<file path="config.mk">
export PLATFORM = sky130hd
export DESIGN_NAME = alu_seq_control
export DESIGN_NICKNAME = d
export VERILOG_FILES = /design/src/rtl/alu_seq_control.sv
export SDC_FILE = /design/constraint.sdc
export NUM_CORES = 1
export LEC_CHECK = 0
export ABC_AREA = 1
export ABC_CLOCK_PERIOD_IN_PS = 1300
export CORE_MARGIN = 2
export CORE_UTILIZATION = 21
export DETAILED_ROUTE_END_ITERATION = 8
export GPL_TIMING_DRIVEN = 0
export PLACE_DENSITY = 0.79
export SLEW_MARGIN = 20
export SYNTH_ARGS = -nofsm -noshare
export SYNTH_HDL_FRONTEND = slang
export SYNTH_SLANG_ARGS = --single-unit
</file>
<file path="constraint.sdc">
create_clock -name clk -period 1.3 [get_ports clk]
set_input_delay 0.39 -clock clk [delete_from_list [all_inputs] [get_ports clk]]
set_output_delay 0.39 -clock clk [all_outputs]
set_load 0.01 [all_outputs]
</file>
<file path="src/rtl/alu_seq_control.sv">
// ALU control decoder with a valid/ready handshake and an optional shift-add multiplier.
// Defining ALU_SEQ_MULDIV_EN enables the multi-cycle MUL path (fun7 0000001, fun3 000).
module alu_seq_control #(
  parameter int XLEN   = 32,
  parameter int CTRL_W = 4
) (
  input  logic              clk,
  input  logic              rst_n,
  input  logic              in_valid,
  output logic              in_ready,
  input  logic [1:0]        alu_op,
  input  logic [6:0]        fun7,
  input  logic [2:0]        fun3,
  input  logic [XLEN-1:0]   op_a,
  input  logic [XLEN-1:0]   op_b,
  output logic              out_valid,
  input  logic              out_ready,
  output logic [CTRL_W-1:0] control_out,
  output logic [XLEN-1:0]   mul_result,
  output logic              illegal
);

  localparam logic [3:0] C_AND  = 4'b0000;
  localparam logic [3:0] C_OR   = 4'b0001;
  localparam logic [3:0] C_ADD  = 4'b0010;
  localparam logic [3:0] C_SLL  = 4'b0011;
  localparam logic [3:0] C_SLT  = 4'b0100;
  localparam logic [3:0] C_SLTU = 4'b0101;
  localparam logic [3:0] C_SUB  = 4'b0110;
  localparam logic [3:0] C_XOR  = 4'b0111;
  localparam logic [3:0] C_SRL  = 4'b1000;
  localparam logic [3:0] C_SRA  = 4'b1001;
  localparam logic [3:0] C_ILL  = 4'b1111;

  typedef enum logic [1:0] {
    S_IDLE = 2'd0,
    S_MUL  = 2'd1,
    S_DONE = 2'd2
  } state_t;

  state_t     r_state;
  logic       r_in_ready;
  logic       r_out_valid;
  logic [3:0] r_ctrl;
  logic       r_illegal;

  logic [3:0] w_dec_ctrl;
  logic       w_dec_illegal;

`ifdef ALU_SEQ_MULDIV_EN
  localparam logic [3:0] C_MUL = 4'b1010;
  localparam int CNT_W = (XLEN > 1) ? $clog2(XLEN) : 1;

  logic             w_dec_mul;
  logic [XLEN-1:0]  r_a;
  logic [XLEN-1:0]  r_b;
  logic [XLEN-1:0]  r_acc;
  logic [XLEN-1:0]  r_mul_result;
  logic [CNT_W-1:0] r_cnt;
  logic [XLEN-1:0]  w_acc_next;

  // r_a is pre-shifted each cycle, so it always equals op_a << counter (truncated)
  assign w_acc_next = r_acc + (r_b[0] ? r_a : '0);
  assign mul_result = r_mul_result;
`else
  logic w_unused_ops;

  assign w_unused_ops = ^{op_a, op_b};
  assign mul_result   = '0;
`endif

  always_comb begin
    w_dec_ctrl    = C_ILL;
    w_dec_illegal = 1'b1;
`ifdef ALU_SEQ_MULDIV_EN
    w_dec_mul     = 1'b0;
`endif
    case (alu_op)
      2'b00: begin
        w_dec_ctrl    = C_ADD;
        w_dec_illegal = 1'b0;
      end
      2'b01: begin
        w_dec_ctrl    = C_SUB;
        w_dec_illegal = 1'b0;
      end
      2'b10: begin
        if (fun7 == 7'b0000000) begin
          w_dec_illegal = 1'b0;
          case (fun3)
            3'b000:  w_dec_ctrl = C_ADD;
            3'b001:  w_dec_ctrl = C_SLL;
            3'b010:  w_dec_ctrl = C_SLT;
            3'b011:  w_dec_ctrl = C_SLTU;
            3'b100:  w_dec_ctrl = C_XOR;
            3'b101:  w_dec_ctrl = C_SRL;
            3'b110:  w_dec_ctrl = C_OR;
            default: w_dec_ctrl = C_AND;
          endcase
        end else if (fun7 == 7'b0100000 && fun3 == 3'b000) begin
          w_dec_ctrl    = C_SUB;
          w_dec_illegal = 1'b0;
        end else if (fun7 == 7'b0100000 && fun3 == 3'b101) begin
          w_dec_ctrl    = C_SRA;
          w_dec_illegal = 1'b0;
        end
`ifdef ALU_SEQ_MULDIV_EN
        else if (fun7 == 7'b0000001 && fun3 == 3'b000) begin
          w_dec_ctrl    = C_MUL;
          w_dec_illegal = 1'b0;
          w_dec_mul     = 1'b1;
        end
`endif
      end
      default: begin
        w_dec_ctrl    = C_ILL;
        w_dec_illegal = 1'b1;
      end
    endcase
  end

  always_ff @(posedge clk or negedge rst_n) begin
    if (!rst_n) begin
      r_state     <= S_IDLE;
      r_in_ready  <= 1'b1;
      r_out_valid <= 1'b0;
      r_ctrl      <= 4'b0000;
      r_illegal   <= 1'b0;
`ifdef ALU_SEQ_MULDIV_EN
      r_a          <= '0;
      r_b          <= '0;
      r_acc        <= '0;
      r_cnt        <= '0;
      r_mul_result <= '0;
`endif
    end else begin
      case (r_state)
        S_IDLE: begin
          if (in_valid && r_in_ready) begin
            r_in_ready <= 1'b0;
            r_ctrl     <= w_dec_ctrl;
            r_illegal  <= w_dec_illegal;
`ifdef ALU_SEQ_MULDIV_EN
            if (w_dec_mul) begin
              r_state <= S_MUL;
              r_a     <= op_a;
              r_b     <= op_b;
              r_acc   <= '0;
              r_cnt   <= '0;
            end else begin
              r_state      <= S_DONE;
              r_out_valid  <= 1'b1;
              r_mul_result <= '0;
            end
`else
            r_state     <= S_DONE;
            r_out_valid <= 1'b1;
`endif
          end
        end
`ifdef ALU_SEQ_MULDIV_EN
        S_MUL: begin
          r_acc <= w_acc_next;
          r_a   <= r_a << 1;
          r_b   <= r_b >> 1;
          r_cnt <= r_cnt + 1'b1;
          if (r_cnt == CNT_W'(XLEN - 1)) begin
            r_state      <= S_DONE;
            r_out_valid  <= 1'b1;
            r_mul_result <= w_acc_next;
          end
        end
`endif
        S_DONE: begin
          // in_ready stays low here, so a request present alongside out_ready waits for IDLE
          if (out_ready) begin
            r_state     <= S_IDLE;
            r_out_valid <= 1'b0;
            r_in_ready  <= 1'b1;
          end
        end
        default: begin
          r_state     <= S_IDLE;
          r_out_valid <= 1'b0;
          r_in_ready  <= 1'b1;
        end
      endcase
    end
  end

  assign in_ready    = r_in_ready;
  assign out_valid   = r_out_valid;
  assign illegal     = r_illegal;
  assign control_out = CTRL_W'(r_ctrl);

endmodule

</file>
==> reports/qor.csv, run 1 <==
stage,metric,value,unit
status,outcome,finished clean,
synthesis,synthesized area,712,um2
routing,DRC,0,
pwr,Cell Pwr Density,984,nW/um2
setup_path,maximum fanout along the worst path,2,
clocking,clock sink count,7,
final_layout,# fillers,342,
final_layout,"Cell Count, Final, Fillers Out",210,
setup_path,CP max stage delay,0.54,ns
routing,Routed WL,1.58,mm
sta,final setup margin,0.00986,ns
setup_path,cells on worst reg2reg path,6,
floorplanning,Initial Util,0.217,
pwr,Lkg Pwr,0.732,nW
job,Max-Cap Viols,0,
synthesis,average size of a mapped cell,6.78,um2
clocking,CTS H-tree depth,1,
clocking,clk_lat worst skew,0.27,ns
synthesis,synthesized flop and latch total,7,
sta,RSZ-0062 raised after global routing,true,
clocking,Post-CTS Hold Buffers,0,
synthesis,synth warn,0,
sta,Hold WS,0.373,ns
final_layout,"commonest non-fill, non-tap cells in the layout","buf_4 (34), conb_1 (32), nand2_1 (14), nor2_1 (13), inv_1 (10)",
final_layout,Layout Nets,245,
floorplanning,Die ar.,3870,um2
placement,Area after DPL,1110,um2
setup_path,Worst EP required,0.91,ns
placement,Inst Count DP,204,
min_path,Hold Crit Class,in -> async,
setup_path,R2R Setup Slk,0.09,ns
floorplanning,Core Rows,21,
global_routing,initial antenna violation count,0,
sta,setup violators final,0,
sta,Final Cycle Share,0.992,
setup_path,worst reg2reg path startpoint,in_ready$_DFFE_PN1P_,
placement,PortBufs,22,
clocking,Num CTS Buffers,3,
global_routing,GRT Util Overall,0.0776,
routing,DR iter-0 viols,14,
final_layout,final instance area,1190,um2
setup_path,cells along the critical path,buf_6,
setup_path,r2r endpoint,illegal$_DFFE_PN0P_,
synthesis,Yosys top cell by area,buf_4,
sta,count of final hold-check violations,0,
synthesis,Yosys cell types,17,
routing,DR pass1 iterations,4,
final_layout,Storage cell area,176,um2
final_layout,Util after Layout,0.363,
final_layout,Area Overhead vs Synth,67.5,%
floorplanning,die span in y,62.2,um
final_layout,area of the multi-input gates,409,um2
global_routing,vias in the first global route,619,
final_layout,n_diodes,0,
synthesis,post-synth top area share,0.337,
setup_path,Worst Setup SP,in_ready$_DFFE_PN1P_,
floorplanning,# IOs,119,
global_routing,global-route wire length before repair,2.35,mm
floorplanning,total core area,3280,um2
setup_path,"delay-heaviest family, CP",flip-flops,
setup_path,"Buf+Inv Stages, Crit Path",1,
routing,WL per Instance,7.53,um
clocking,clk buf depth,2,
clocking,Clock transition at path regs,0.06,ns
synthesis,register area share after synthesis,0.248,
sta,setup TNS,0,ns
sta,post-route minimum period,1.29,ns
sta,clk_skew,0.00601,ns
setup_path,Worst Setup Path Type,reg -> out,
setup_path,Setup crit start kind,register,
placement,worst setup slack after placement,-0.322,ns
global_routing,gr ovfl total,0,
setup_path,crit path max-delay cell type,dfstp_2,
placement,hpwl dp,1.20,mm
routing,post-route ant nets,0,
placement,routability cong.,0.764,
pwr,Max VDD drop,295,uV
final_layout,layout cells sized above 1,0.360,
synthesis,Mapped Cells,105,
setup_path,CP endpoint kind,primary output,
clocking,clk root buf,clkbuf_4,
setup_path,critical path arrival,0.90,ns
sta,"Slew Viols, Final",0,
clocking,CTS tree,built,
global_routing,largest net degree at the start of global routing,9,
floorplanning,die width,62.2,um
sta,f_max,775,MHz
routing,vias,711,
routing,Vias/cell,3.39,
pwr,total chip power,1.17,mW
final_layout,"most common cell after layout, fill and taps aside",buf_4,
synthesis,synth top area cells,"buf_4 (34%), dfrtp_1 (21%), nand2_1 (9.5%), inv_1 (7.4%), nor2_1 (7.4%)",
==> state kept, by name, indices dropped and copies added, names as in the netlist <==
signal and cells:
control_out 4, out_valid 1, in_ready 1, illegal 1
==> worst reg2reg max path, cell delays in order (launching register included) <==
cell and delay (ns):
dfstp_2 0.54, buf_4 0.12, nand3_4 0.11, inv_2 0.11, o21ai_0 0.09, nor2_1 0.10
nor2_1 0.04
==> per-layer routing <==
| metal | wire, um | track usage |
|---|---|---|
| met4 | 55 | 0.0833 |
| met2 | 858 | 0.139 |
| met5 | 0 | 0 |
| met1 | 529 | 0.0670 |
| met3 | 139 | 0.0199 |
==> where the power goes <==
group	switching (mW)	internal, mW	total (mW)
combinational	0.295	0.296	0.591
sequential	0.0502	0.317	0.367
clock	0.0969	0.118	0.215
total	0.442	0.731	1.17
==> layout make-up <==
cell class              instances  share of cell area
well taps                      46              0.0483
flip-flops and latches          7               0.148
repair buffers                 24               0.193
clock buffers                   4              0.0220
inverters                      14              0.0441
plain buffers                  32               0.201
multi-input cells              83               0.343
==> cell families after synthesis <==
group / synth area share
buf+inv: 0.411
simple gates: 0.250
xor+xnor: 0.0123
other cells: 0.00527
flops: 0.248
compound gates: 0.0738
==> worst max path at each step <==
| stage | depth (start not counted) | slack (ns) | endpoint |
|---|---|---|---|
| after floorplan | 5 | 0.17 | illegal$_DFFE_PN0P_ |
| after global placement | 8 | -0.29 | illegal$_DFFE_PN0P_ |
| after detailed placement | 9 | -0.32 | control_out[3]$_DFFE_PN0P_ |
| after CTS | 9 | 0.0005 | control_out[3]$_DFFE_PN0P_ |
| after global routing | 1 | -0.02 | in_ready |
| final | 1 | 0.01 | in_ready |
==> what timing repair did <==
action	4_1_cts	5_1_grt
setup buffers	2	0
pin swaps	1	6
setup endpoints to repair	11	10
resized for setup	23	25
==> cells in the mapped netlist, drive strengths merged <==
library cell   n
buf           32
nand2         18
nor2          16
inv           14
dfrtp          6
o21ai          6
nand3          5
a21oi          3
a22oi          1
conb           1
dfstp          1
nor3           1
xor2           1
Power figures use the tool's default switching activity.
==> inputs of run 2 (changes only) <==
--- a/config.mk
+++ b/config.mk
@@ -12,6 +12,7 @@
 export DETAILED_ROUTE_END_ITERATION = 8
 export GPL_TIMING_DRIVEN = 0
 export PLACE_DENSITY = 0.79
+export RECOVER_POWER = 50
 export SLEW_MARGIN = 20
 export SYNTH_ARGS = -nofsm -noshare
 export SYNTH_HDL_FRONTEND = slang
==> run 2 against run 1 <==
Net effect: power is essentially flat; global-route usage is the same; sequential power is essentially flat; critical endpoint unchanged; critical path depth is the same; final cell count is the same; sequential share of layout area is the same; hold slack gained 0.071 ns; first-iteration DRC count is the same; clock power is essentially flat; setup slack is essentially flat; maximum frequency is essentially flat; highest routed layer unchanged.
==> reports/qor.csv, run 2 (same netlist as run 1, synthesis figures left out) <==
stage,metric,value,unit
clocking,CTS tree,built,
pwr,Max VDD drop,295,uV
setup_path,"Buf+Inv Stages, Crit Path",1,
pwr,combinational power share,0.503,
placement,routability cong.,0.764,
final_layout,"commonest non-fill, non-tap cells in the layout","buf_4 (34), conb_1 (32), nand2_1 (14), nor2_1 (13), inv_1 (10)",
sta,Hold WS,0.444,ns
pwr,sw frac,0.377,
floorplanning,# IOs,119,
final_layout,Layout Nets,245,
setup_path,critical path arrival,0.90,ns
clocking,Post-CTS Hold Buffers,0,
status,outcome,finished clean,
placement,Area after DPL,1110,um2
clocking,Num CTS Buffers,3,
routing,DR pass1 iterations,4,
setup_path,Worst Setup Path Type,reg -> out,
global_routing,gr ovfl total,0,
final_layout,# fillers,342,
pwr,Clk pwr share,0.183,
pwr,Cell Pwr Density,984,nW/um2
global_routing,global-route wire length before repair,2.35,mm
global_routing,vias in the first global route,619,
placement,PortBufs,22,
final_layout,Util after Layout,0.363,
setup_path,crit path max-delay cell type,dfstp_2,
final_layout,final instance area,1190,um2
sta,Final Cycle Share,0.992,
sta,f_max,775,MHz
final_layout,layout cells sized above 1,0.360,
final_layout,n_diodes,0,
pwr,Flop pwr share,0.313,
clocking,clock sink count,7,
routing,DR iter-0 viols,14,
global_routing,GRT Util Overall,0.0776,
setup_path,CP endpoint kind,primary output,
sta,clk_skew,0.00601,ns
pwr,total chip power,1.17,mW
pwr,Lkg Pwr,0.733,nW
pwr,Net Sw Power,0.442,mW
placement,hpwl dp,1.20,mm
pwr,P_int,0.731,mW
setup_path,CP max stage delay,0.54,ns
clocking,clk_lat worst skew,0.27,ns
sta,post-route minimum period,1.29,ns
final_layout,"most common cell after layout, fill and taps aside",buf_4,
floorplanning,die width,62.2,um
setup_path,Worst EP required,0.91,ns
final_layout,max FFs per register,4,
sta,setup TNS,0,ns
final_layout,Area Overhead vs Synth,67.5,%
clocking,CTS H-tree depth,1,
routing,DRC,0,
sta,"Slew Viols, Final",0,
sta,setup violators final,0,
sta,count of final hold-check violations,0,
clocking,clk buf depth,2,
floorplanning,Core Rows,21,
clocking,Clock transition at path regs,0.06,ns
floorplanning,Die ar.,3870,um2
routing,Routed WL,1.58,mm
setup_path,cells along the critical path,buf_6,
job,Max-Cap Viols,0,
sta,RSZ-0062 raised after global routing,true,
routing,vias,711,
routing,WL per Instance,7.53,um
routing,post-route ant nets,0,
floorplanning,total core area,3280,um2
setup_path,Setup crit start kind,register,
min_path,Hold Crit Class,in -> async,
setup_path,"delay-heaviest family, CP",flip-flops,
setup_path,maximum fanout along the worst path,2,
routing,Vias/cell,3.39,
floorplanning,Initial Util,0.217,
global_routing,initial antenna violation count,0,
global_routing,largest net degree at the start of global routing,9,
clocking,clk root buf,clkbuf_4,
floorplanning,die span in y,62.2,um
run 2: changes by cell type in the layout (fill, tap and decap cells not counted):
| cell | previous run | this run |
|---|---|---|
| clkdlybuf4s50_1 | 5 | 4 |
| dlygate4sd3_1 | 0 | 1 |
run 2: through the flow:
step           worst slack [ns]  cells
3_3_place_gp             -0.293    204
6_report                0.00988    210
2_1_floorplan             0.169    136
3_5_place_dp             -0.322    204
4_1_cts                0.000495    210
5_1_grt                 -0.0225    210
run 2: metal layers:
metal	track usage	part of all wire
met1	0.0670	0.33
met2	0.139	0.54
met3	0.0199	0.088
met4	0.0833	0.035
met5	0	0
run 2: timing repair:
action | in CTS | in global routing
pin swaps | 1 | 6
buffers inserted | 2 | 0
resized for setup | 23 | 25
endpoints found under the setup margin | 11 | 10
run 2: layout make-up:
class | count | area, um2 | share of cell area
multi-input combinational | 83 | 409 | 0.343
sequential | 7 | 176 | 0.148
inverter | 14 | 52.6 | 0.0441
tap | 46 | 57.6 | 0.0483
timing repair buffer | 24 | 230 | 0.193
buffer | 32 | 240 | 0.201
clock buffer | 4 | 26.3 | 0.0220
run 2: power groups by stage:
stage	logic (mW)	registers (mW)	clock network, mW
5_1_grt	0.647	0.376	0.241
4_1_cts	0.590	0.369	0.214
2_1_floorplan	0.263	0.414	0
6_report	0.590	0.367	0.215
3_3_place_gp	0.554	0.378	0
3_5_place_dp	0.568	0.376	0
run 2: path summary, 6_finish.rpt:
path | slack [ns] | from | depth (start not counted) | end
worst min register to register | 0.49 | control_out[0]$_DFFE_PN0P_ | 2 | control_out[0]$_DFFE_PN0P_
worst min-delay path | 0.44 | rst_n | 1 | control_out[1]$_DFFE_PN0P_
worst max-delay path | 0.01 | in_ready$_DFFE_PN1P_ | 1 | in_ready
min in group clk | 0.49 | control_out[0]$_DFFE_PN0P_ | 2 | control_out[0]$_DFFE_PN0P_
max in group asynchronous | 0.56 | rst_n | 1 | in_ready$_DFFE_PN1P_
worst max register to register | 0.09 | in_ready$_DFFE_PN1P_ | 6 | illegal$_DFFE_PN0P_
==> inputs of run 3 (changes only) <==
--- a/config.mk
+++ b/config.mk
@@ -13,7 +13,7 @@
 export GPL_TIMING_DRIVEN = 0
 export PLACE_DENSITY = 0.79
 export RECOVER_POWER = 50
-export SLEW_MARGIN = 20
+export SLEW_MARGIN = 10
 export SYNTH_ARGS = -nofsm -noshare
 export SYNTH_HDL_FRONTEND = slang
 export SYNTH_SLANG_ARGS = --single-unit
==> results of run 3 <==
Same layout as run 2: the final DEF is identical, and so are final timing and power.
